[config.mk]
export PLATFORM = sky130hd
export DESIGN_NAME = branch_recovery_ctrl
export DESIGN_NICKNAME = d
export VERILOG_FILES = /design/src/rtl/branch_recovery_ctrl_pkg.sv /design/src/rtl/branch_recovery_ctrl_sat_counter.sv /design/src/rtl/branch_recovery_ctrl.sv
export SDC_FILE = /design/constraint.sdc
export NUM_CORES = 1
export LEC_CHECK = 0
export CAP_MARGIN = 20
export CORE_MARGIN = 4
export CORE_UTILIZATION = 44
export CTS_CLUSTER_SIZE = 8
export DETAILED_ROUTE_END_ITERATION = 10
export GPL_TIMING_DRIVEN = 0
export PLACE_DENSITY = 0.88
export SLEW_MARGIN = 15
export SYNTH_ARGS = -nofsm -noshare
export SYNTH_HDL_FRONTEND = slang
export SYNTH_SLANG_ARGS = --single-unit
[constraint.sdc]
create_clock -name i_clk -period 5.9 [get_ports i_clk]
set_input_delay 0.59 -clock i_clk [delete_from_list [all_inputs] [get_ports i_clk]]
set_output_delay 0.59 -clock i_clk [all_outputs]
set_load 0.01 [all_outputs]
[src/rtl/branch_recovery_ctrl_pkg.sv]
// Shared definitions for the branch recovery controller.
package branch_recovery_ctrl_pkg;

  // Conditional branch opcode (RISC-V B-type)
  localparam logic [6:0] B_TYPE = 7'b1100011;

  // Next-PC source select encodings
  localparam logic [1:0] PC_SEL_SEQ      = 2'b00;
  localparam logic [1:0] PC_SEL_PRED     = 2'b01;
  localparam logic [1:0] PC_SEL_FIX_TGT  = 2'b10;
  localparam logic [1:0] PC_SEL_FIX_SEQ  = 2'b11;

  // Controller state
  typedef enum logic {
    ST_RUN     = 1'b0,
    ST_RECOVER = 1'b1
  } state_t;

endpackage

[src/rtl/branch_recovery_ctrl_sat_counter.sv]
// Saturating up-counter: counts inc pulses and sticks at all-ones.
module sat_counter #(
  parameter int WIDTH = 16
) (
  input  logic             clk,
  input  logic             rst_n,
  input  logic             inc,
  output logic [WIDTH-1:0] count
);

  // Increment on inc unless already saturated
  always_ff @(posedge clk or negedge rst_n) begin
    if (!rst_n) begin
      count <= '0;
    end else if (inc && (count != {WIDTH{1'b1}})) begin
      count <= count + WIDTH'(1);
    end
  end

endmodule

[src/rtl/branch_recovery_ctrl.sv]
// Branch resolution and misprediction recovery controller.
// Detects mispredicted branches at EX/MEM, redirects fetch, and holds
// the front end flushed for a fixed number of unstalled cycles.
module branch_recovery_ctrl
  import branch_recovery_ctrl_pkg::*;
#(
  parameter int DATA_WIDTH   = 32,
  parameter int FLUSH_CYCLES = 2,
  parameter int CNT_WIDTH    = 16
) (
  input  logic                  i_clk,
  input  logic                  i_rst_n,
  input  logic [6:0]            ex_mem_opcode,
  input  logic                  ex_mem_branch_taken,
  input  logic                  ex_mem_prediction,
  input  logic [DATA_WIDTH-1:0] ex_mem_branch_target,
  input  logic [DATA_WIDTH-1:0] ex_mem_pc,
  input  logic                  if_prediction,
  input  logic                  i_stall,
  output logic [1:0]            o_pc_sel,
  output logic [DATA_WIDTH-1:0] o_pc_redirect,
  output logic                  o_flush,
  output logic                  o_bp_update_en,
  output logic [CNT_WIDTH-1:0]  o_branch_cnt,
  output logic [CNT_WIDTH-1:0]  o_mispredict_cnt,
  output logic                  o_busy
);

  // Last window count value before returning to RUN (window is 1..7 cycles)
  localparam logic [2:0]            WIN_LAST = 3'(FLUSH_CYCLES - 1);
  localparam logic [DATA_WIDTH-1:0] PC_STEP  = DATA_WIDTH'(4);

  state_t     state;
  logic [2:0] win_cnt;
  logic       resolve;
  logic       mispredict;

  // A branch resolves only in RUN with the pipeline moving; in RECOVER
  // anything at EX/MEM is wrong-path and must be ignored.
  assign resolve    = (ex_mem_opcode == B_TYPE) && !i_stall && (state == ST_RUN);
  assign mispredict = resolve && (ex_mem_branch_taken != ex_mem_prediction);

  // Redirect, flush and predictor update are combinational so the
  // correction reaches fetch in the same cycle the branch resolves.
  always_comb begin
    o_pc_sel       = PC_SEL_SEQ;
    o_pc_redirect  = '0;
    o_flush        = 1'b0;
    o_bp_update_en = 1'b0;
    if (state == ST_RECOVER) begin
      o_flush = 1'b1;
    end else begin
      o_bp_update_en = resolve;
      if (mispredict) begin
        o_flush = 1'b1;
        if (ex_mem_branch_taken) begin
          o_pc_sel      = PC_SEL_FIX_TGT;
          o_pc_redirect = ex_mem_branch_target;
        end else begin
          o_pc_sel      = PC_SEL_FIX_SEQ;
          o_pc_redirect = ex_mem_pc + PC_STEP;
        end
      end else if (if_prediction) begin
        o_pc_sel = PC_SEL_PRED;
      end
    end
  end

  assign o_busy = (state == ST_RECOVER);

  // FSM: enter RECOVER on mispredict, leave after FLUSH_CYCLES unstalled cycles
  always_ff @(posedge i_clk or negedge i_rst_n) begin
    if (!i_rst_n) begin
      state   <= ST_RUN;
      win_cnt <= '0;
    end else begin
      case (state)
        ST_RUN: begin
          win_cnt <= '0;
          if (mispredict) begin
            state <= ST_RECOVER;
          end
        end
        ST_RECOVER: begin
          if (!i_stall) begin
            if (win_cnt == WIN_LAST) begin
              state   <= ST_RUN;
              win_cnt <= '0;
            end else begin
              win_cnt <= win_cnt + 3'd1;
            end
          end
        end
        default: begin
          state   <= ST_RUN;
          win_cnt <= '0;
        end
      endcase
    end
  end

  sat_counter #(.WIDTH(CNT_WIDTH)) u_branch_cnt (
    .clk   (i_clk),
    .rst_n (i_rst_n),
    .inc   (resolve),
    .count (o_branch_cnt)
  );

  sat_counter #(.WIDTH(CNT_WIDTH)) u_mispredict_cnt (
    .clk   (i_clk),
    .rst_n (i_rst_n),
    .inc   (mispredict),
    .count (o_mispredict_cnt)
  );

endmodule

* Yosys cells after proc, flatten, opt, wreduce, memory -nomap -nowiden
Index checks and enable logic that the tools add are counted.
Storage, ports and cells: word-level logic and storage cells 37, input port bits 77, output and inout port bits 69, bits in registers 36
Operators by class: $add $sub $neg 4, equal/unequal tests 6, reductions and logical operators 6, muxes and demuxes 16, bitwise operators 1
Operator list (number):
- $mux 32 | 3
- $add 16x1->16 const B | 2
- $add 32x3->32 const B | 1
- $ne 16x16->1 const B | 2
- $eq 7x7->1 const B | 1
- $mux 1 | 7
- $mux 3 | 2
- $pmux 3 s2 | 1
- $logic_and 1x1->1 | 5
- $mux 2 | 2
- $add 3x1->3 const B | 1
- $eq 3x1->1 const B | 1
- $ne 2x2->1 const B | 1
- $pmux 1 s2 | 1
- $logic_not 1->1 | 1
- $ne 1x1->1 | 1
- $not 1->1 | 1

* Logic depth before layout (Yosys ltp)
Gate-level depths: netlist (run 1).
word-level depth 6, depth in mapped cells 7, mapped depth without buffers 6

* Cells and area by module
A second synthesis (run 1) with hierarchy kept.
Unflattened totals: cells, all modules 338, area, all modules 3091.7 sq um
By module, submodules not included:
- sat_counter | cells each 72, instances 2, seq. area each 400.4 sq um, area an instance 859.6 sq um
- branch_recovery_ctrl | cells each 194, instances 1, seq. area each 100.1 sq um, area an instance 1372.6 sq um

* Worst setup path after synthesis (run 1)
No wires, ideal clock.
path kind input to output, start point in ex_mem_opcode[3], end point out o_pc_redirect[17], arrival 2.329 ns, setup slack 2.981 ns, stages on the path 5, path buffers 2, data required time 5.310 ns, cell sequence or4b_4 > or4_4 > buf_6 > clkbuf_1 > a311oi_1
On the way: longest elaborated chain between the ends 6
Ends and longest elaborated chain:
- start, declared | RTL line branch_recovery_ctrl.sv:13 | input logic [6:0] ex_mem_opcode,
- $eq 7x7->1 | RTL line branch_recovery_ctrl.sv:40 | assign resolve = (ex_mem_opcode == B_TYPE) && !i_stall && (state == ST_RUN);
- $logic_and 1x1->1 (2 in series) | RTL line branch_recovery_ctrl.sv:40
- $logic_and 1x1->1 | RTL line branch_recovery_ctrl.sv:41 | assign mispredict = resolve && (ex_mem_branch_taken != ex_mem_prediction);
- $mux 32 | RTL line branch_recovery_ctrl.sv:54 | if (mispredict) begin
- $mux 32 | RTL line branch_recovery_ctrl.sv:50 | if (state == ST_RECOVER) begin
- end, declared | RTL line branch_recovery_ctrl.sv:21 | output logic [DATA_WIDTH-1:0] o_pc_redirect,
No other way between the ends.

* Worst setup path after layout (run 1)
start point in ex_mem_pc[2], end point out o_pc_redirect[22]
On the way: longest elaborated chain between the ends 4
Ends and longest elaborated chain:
- start, declared | RTL line branch_recovery_ctrl.sv:17 | input logic [DATA_WIDTH-1:0] ex_mem_pc,
- $add 32x3->32 | RTL line branch_recovery_ctrl.sv:61 | o_pc_redirect = ex_mem_pc + PC_STEP;
- $mux 32 | RTL line branch_recovery_ctrl.sv:56 | if (ex_mem_branch_taken) begin
- $mux 32 | RTL line branch_recovery_ctrl.sv:54
- $mux 32 | RTL line branch_recovery_ctrl.sv:50
No other way between the ends.

==> impl_metrics.py, run 1 <==
metrics = {
    "critical_path": {
        "r2r-end": "u_mispredict_cnt.count[1]$_DFFE_PN0P_",
        "r2r-start": "u_mispredict_cnt.count[0]$_DFFE_PN0P_",
        "worstSetupStartpointType": "primary input",
        "worstRegToRegCells": 4,
        "cp-end-kind": "output pin",
        "path_class": "primary input to output pin",
        "worstPathRequired_ns": 5.31,
        "cp_max_fo": 9,
        "worstPathArrival_ns": 3.50,
        "ff2ff_setup_slack_ns": 3.64,
    },
    "routing": {
        "vias": 3189,
        "drt_iter0_drc": 96,
        "route.detailed.drc": 0,
        "viasPerCell": 5.60,
        "routed_wl_um": 9200,
        "post_drt_wl_per_cell_um": 16.2,
        "first_pass_iters": 4,
        "ant_nets": 0,
    },
    "yosys": {
        "synthFlopType": "dfrtp_1",
        "syn-num-nets": 421,
        "yosysMostFrequentCell": "nor2_1",
        "async_flop_share": 1.00,
        "synth_top_area_cell": "dfrtp_1",
        "yosysWarnings": 0,
        "ys_top_cells_by_count": "nor2_1 (41), dfrtp_1 (36), xnor2_1 (33)",
        "syn_area_um2": 2830,
        "synth_top_cell_area_share": 0.318,
        "yosysSeqAreaShare": 0.318,
        "syn_inst": 341,
        "synth-seq-cells": 36,
        "ys_types": 47,
        "synth_edf_count": 0,
        "avgSynthCellArea_um2": 8.30,
        "ys_top_cells_by_area": "dfrtp_1 (32%), xnor2_1 (10%), xor2_1 (5.9%)",
    },
    "floorplan": {
        "rows": 28,
        "start_util": 0.464,
        "dieArea_um2": 7780,
        "die_x_um": 88.2,
        "dieHeight_um": 88.2,
        "num_io_pins": 146,
        "core-area_um2": 6100,
    },
    "pwr": {
        "p_leak_nw": 1.77,
        "powerDensity_nw_per_um2": 124,
        "vdd_drop_max_uv": 107,
    },
    "clocking": {
        "cts_buffers": 5,
        "cts_tree": "yes",
        "insertion_delay_ns": 0.29,
        "post-cts-setup-buffers": 0,
        "cts.clk_slew.worst_paths_ns": 0.07,
        "clock_sinks": 36,
        "ctsLongestPathBuffers": 2,
        "cts-root-buf": "clkbuf_8",
        "htree_levels": 2,
        "cts-resized-gates": 0,
        "hold_buffers": 0,
    },
    "global_route": {
        "grt_max_degree": 30,
        "grt_pass1_vias": 3181,
        "overflow": 0,
        "antenna_found_initial": 0,
        "grt_pass1_wl_um": 14700,
        "track_usage": 0.239,
    },
    "timing": {
        "min_period_ns": 4.09,
        "rsz0062_at_grt": "false",
        "holdWs_ns": 0.140,
        "setup_tns_ns": 0,
        "timing.slew.headroom": 0.448,
        "clock.fmax_mhz": 244,
        "worst_slew_pin_slew_ns": 0.820,
        "drv_slew": 0,
        "final.period_utilization": 0.693,
        "hold_violations": 0,
        "fin_worst_skew_ns": 0.00489,
        "final-setup-viol-count": 0,
    },
    "run": {
        "maxCapViolations": 0,
    },
    "layout": {
        "nFillCells": 496,
        "diodes": 0,
        "area_delta_synth_final_pct": 58.0,
        "final_util": 0.733,
        "nets": 573,
        "seq_area_um2": 901,
        "multi_input_area_um2": 1810,
        "drive_gt1_frac": 0.0486,
    },
    "min_path": {
        "hp-class": "primary input to async pin",
    },
    "placed_design": {
        "io_buffers": 144,
        "dpl.hpwl_um": 7690,
        "gp_congestion": 0.922,
    },
    "run_status": {
        "run_status": "finished, final reports clean",
    },
}
## critical path, stage by stage
cell             delay (ns)
clkdlybuf4s50_1        0.53
ha_1                   0.20
nand3_1                0.23
or3_1                  0.45
clkbuf_1               0.22
or3_1                  0.35
a311oi_1               0.33
clkdlybuf4s50_1        0.60
## placed cells by master (no fill, tap or decap), types with 7 or more instances in the layout
| master | n |
|---|---|
| clkdlybuf4s50_1 | 143 |
| nor2_1 | 41 |
| dfrtp_1 | 36 |
| xnor2_1 | 33 |
| nand3_1 | 25 |
| nor3_1 | 21 |
| nand2_1 | 20 |
| xor2_1 | 19 |
| clkbuf_1 | 16 |
| nand4_1 | 14 |
| a211oi_1 | 13 |
| inv_1 | 11 |
| and3_1 | 8 |
| a21oi_1 | 8 |
| mux2i_1 | 8 |
| nor4_1 | 7 |
## routing by layer
| layer | routed length, um | global-route usage | vias to the layer above |
|---|---|---|---|
| met2 | 4650 | 0.424 | 141 |
| met5 | 0 | 0 | - |
| met1 | 3300 | 0.257 | 1503 |
| met4 | 325 | 0.104 | 0 |
| li1 | - | - | 1517 |
| met3 | 923 | 0.0809 | 28 |
## registers in the layout, indices dropped and copies added, names as in the netlist
signal	flops
u_mispredict_cnt.count	16
win_cnt	3
u_branch_cnt.count	16
o_busy	1
## how the worst max path moves through the flow
| stage | from | to | cells after the start |
|---|---|---|---|
| detailed placement | ex_mem_pc[2] | o_pc_redirect[22] | 8 |
| CTS | ex_mem_pc[2] | o_pc_redirect[22] | 8 |
| global route | ex_mem_pc[9] | o_pc_redirect[26] | 8 |
| finish | ex_mem_pc[2] | o_pc_redirect[22] | 8 |
| global placement | ex_mem_pc[2] | o_pc_redirect[22] | 8 |
| floorplan | ex_mem_opcode[3] | o_pc_redirect[17] | 5 |
## per-stage QoR
step,setup WS [ns],power (mW),std cells,instance area [um2]
after floorplan,2.98,0.297,341,2830
after global placement,1.83,0.375,560,4360
after detailed placement,1.80,0.380,561,4380
after CTS,1.79,0.559,569,4470
after global routing,1.62,0.580,569,4470
final,1.81,0.553,569,4470
## area by class of cell
class / instances / area share
Buffer: 17 / 0.0162
Clock buffer: 8 / 0.0202
Multi-Input combinational cell: 275 / 0.404
Sequential cell: 36 / 0.202
Inverter: 13 / 0.0112
Tap cell: 75 / 0.0210
Timing Repair Buffer: 145 / 0.326
## report_power, final
group	switching, mW	internal, mW
clock	0.0830	0.0952
combinational	0.0490	0.0715
sequential	0.00439	0.250
total	0.136	0.417
## kinds of logic (layout without fill, tap and decap cells)
logic type	after synthesis	count (layout)	share of synthesized area
and+or+nand+nor	169	169	0.318
xor gates and xnor gates	52	52	0.161
AOI/OAI and AO/OA	38	38	0.0982
DFF	36	36	0.318
buffers and inverters	30	183	0.0433
muxes	13	13	0.0482
adders and majority gates	3	3	0.0133
Note: power is estimated with default switching activity, not from simulation.
==> inputs of run 2 (changes only) <==
CORE_UTILIZATION = 37   (was 44)
PLACE_DENSITY = 0.79   (was 0.88)
clock period = 3.35 ns   (was 5.9 ns; I/O delays follow)
==> run 2 against run 1 <==
Against the previous run:
- register-to-register slack worse by 2.6 ns
- worst setup slack got worse by 1.7 ns
- clock-buffer cell count shrank 3
- critical path type unchanged
- via count fell by 2.4%
- sequential cell count stayed put
- design area grew 2.3%
- sequential power up 76%
==> impl_metrics.py, run 2 (synthesis results as in run 1) <==
metrics = {
    "timing": {
        "rsz0062_at_grt": "false",
        "setup_tns_ns": 0,
        "clock.fmax_mhz": 307,
        "drv_slew": 0,
        "fin_worst_skew_ns": 0.00291,
        "hold_violations": 0,
        "min_period_ns": 3.25,
        "final-setup-viol-count": 0,
        "worst_slew_pin_slew_ns": 0.866,
        "timing.slew.headroom": 0.416,
        "final.period_utilization": 0.972,
    },
    "pwr": {
        "p_sw_uw": 253,
        "switching_share": 0.244,
        "powerDensity_nw_per_um2": 227,
        "p_int_uw": 786,
        "vdd_drop_max_uv": 158,
        "power_mw": 1.04,
        "p_comb_frac": 0.208,
        "seqPwrFrac": 0.431,
        "clkPwrFrac": 0.361,
        "p_leak_nw": 2.00,
    },
    "floorplan": {
        "start_util": 0.386,
        "die_x_um": 95.4,
        "core-area_um2": 7330,
        "num_io_pins": 146,
        "rows": 31,
        "dieHeight_um": 95.4,
        "dieArea_um2": 9110,
    },
    "clocking": {
        "cts-root-buf": "clkbuf_8",
        "ctsLongestPathBuffers": 2,
        "cts_buffers": 5,
        "post-cts-setup-buffers": 0,
        "cts_tree": "yes",
        "cts.clk_slew.worst_paths_ns": 0.07,
        "insertion_delay_ns": 0.28,
        "htree_levels": 2,
        "clock_sinks": 36,
    },
    "global_route": {
        "overflow": 0,
        "grt_pass1_wl_um": 14600,
        "antenna_found_initial": 0,
        "grt_max_degree": 29,
        "grt_pass1_vias": 3029,
        "track_usage": 0.203,
    },
    "routing": {
        "met3_length_um": 904,
        "met1_length_um": 3780,
        "routed_wl_um": 9400,
        "vias": 3114,
        "first_pass_iters": 4,
        "route.detailed.drc": 0,
        "wl_met2_um": 4600,
        "viasPerCell": 5.25,
        "post_drt_wl_per_cell_um": 15.9,
        "drt_iter0_drc": 61,
        "dr.max_layer_used": "met4",
        "ant_nets": 0,
    },
    "placed_design": {
        "gp_congestion": 0.949,
        "io_buffers": 144,
        "dpl.hpwl_um": 7690,
        "dp.cells": 585,
    },
    "critical_path": {
        "cp-end-kind": "output pin",
        "cp_max_fo": 10,
        "worstSetupStartpointType": "primary input",
        "worstPathRequired_ns": 3.01,
        "worstPathArrival_ns": 2.92,
        "cp_slowest_stage_delay_ns": 0.57,
        "cp_common_cell": "clkdlybuf4s50_1",
        "crit_slowest_cell": "or4b_4",
        "path_class": "primary input to output pin",
        "path_cells": "clkdlybuf4s50_1 > or4b_4 > or4_4 > buf_6 > buf_2 > a21oi_2 > clkdlybuf4s50_1",
    },
    "layout": {
        "area_delta_synth_final_pct": 61.6,
        "multi_input_area_um2": 1840,
        "final_cells": 593,
        "diodes": 0,
        "drive_gt1_frac": 0.0729,
        "nets": 573,
        "final_common_cell": "clkdlybuf4s50_1",
        "seq_area_um2": 901,
        "top_regs": "u_branch_cnt.count x16, u_mispredict_cnt.count x16, win_cnt x3",
        "layout_common_cells": "clkdlybuf4s50_1 (124), nor2_1 (41), dfrtp_1 (36), xnor2_1 (33), nand3_1 (23)",
        "nFillCells": 622,
    },
    "run_status": {
        "run_status": "finished, final reports clean",
    },
    "min_path": {
        "hp-class": "primary input to async pin",
    },
    "run": {
        "maxCapViolations": 0,
    },
}
## run 2: path summary, 6_finish.rpt
kind / start / end / slack (ns) / cells after the start
worst max-delay path: ex_mem_opcode[3] / o_pc_redirect[15] / 0.1 / 7
worst min-delay path: i_rst_n / u_branch_cnt.count[12]$_DFFE_PN0P_ / 0.46 / 2
worst max register to register: u_mispredict_cnt.count[0]$_DFFE_PN0P_ / u_mispredict_cnt.count[1]$_DFFE_PN0P_ / 1.05 / 4
worst min register to register: u_mispredict_cnt.count[7]$_DFFE_PN0P_ / u_mispredict_cnt.count[7]$_DFFE_PN0P_ / 0.50 / 1
max in group asynchronous: i_rst_n / win_cnt[2]$_DFFE_PN0P_ / 2.49 / 3
min in group i_clk: u_mispredict_cnt.count[7]$_DFFE_PN0P_ / u_mispredict_cnt.count[7]$_DFFE_PN0P_ / 0.50 / 1
## run 2: layout make-up
class                      count  area share
inverter                      13      0.0109
clock buffer                   5      0.0151
clock inverter                 3     0.00931
sequential                    36       0.197
buffer                        16      0.0167
tap                           99      0.0271
timing repair buffer         146       0.322
multi-input combinational    275       0.402
## run 2: routing by layer
layer | track usage | vias to the layer above
met2 | 0.348 | 123
met1 | 0.246 | 1454
met4 | 0.0557 | 0
met5 | 0 | -
met3 | 0.0631 | 10
li1 | - | 1527
## run 2: timing repair
action / CTS / global route
hold buffers: 1 / 0
hold endpoints to repair: 8 / 0
endpoints found under the setup margin: 18 / 17
gates resized for setup: 20 / 12
## run 2: metrics by stage
step / cell area (um2) / utilization / setup slack [ns] / hold slack [ns]
6_report: 4570 / 0.623 / 0.0952 / 0.455
5_1_grt: 4570 / 0.623 / 0.00428 / 0.481
4_1_cts: 4540 / 0.620 / 0.00559 / 0.455
3_5_place_dp: 4410 / 0.601 / -0.203 / 0.207
3_3_place_gp: 4390 / 0.599 / -0.211 / 0.478
2_1_floorplan: 2830 / - / 0.941 / 0.0394
## run 2: critical path, delay by kind of cell
family	cells	cell delay, ns
buffers and inverters	4	1.31
AND/OR/NAND/NOR	2	1.10
AO/OA/AOI/OAI	1	0.17
## run 2: power by group through the flow
stage | logic (mW) | clock network, mW | registers, mW
after detailed placement | 0.214 | 0 | 0.456
after global placement | 0.211 | 0 | 0.456
after CTS | 0.217 | 0.382 | 0.448
after global routing | 0.237 | 0.405 | 0.449
final | 0.217 | 0.375 | 0.448
after floorplan | 0.0669 | 0 | 0.457
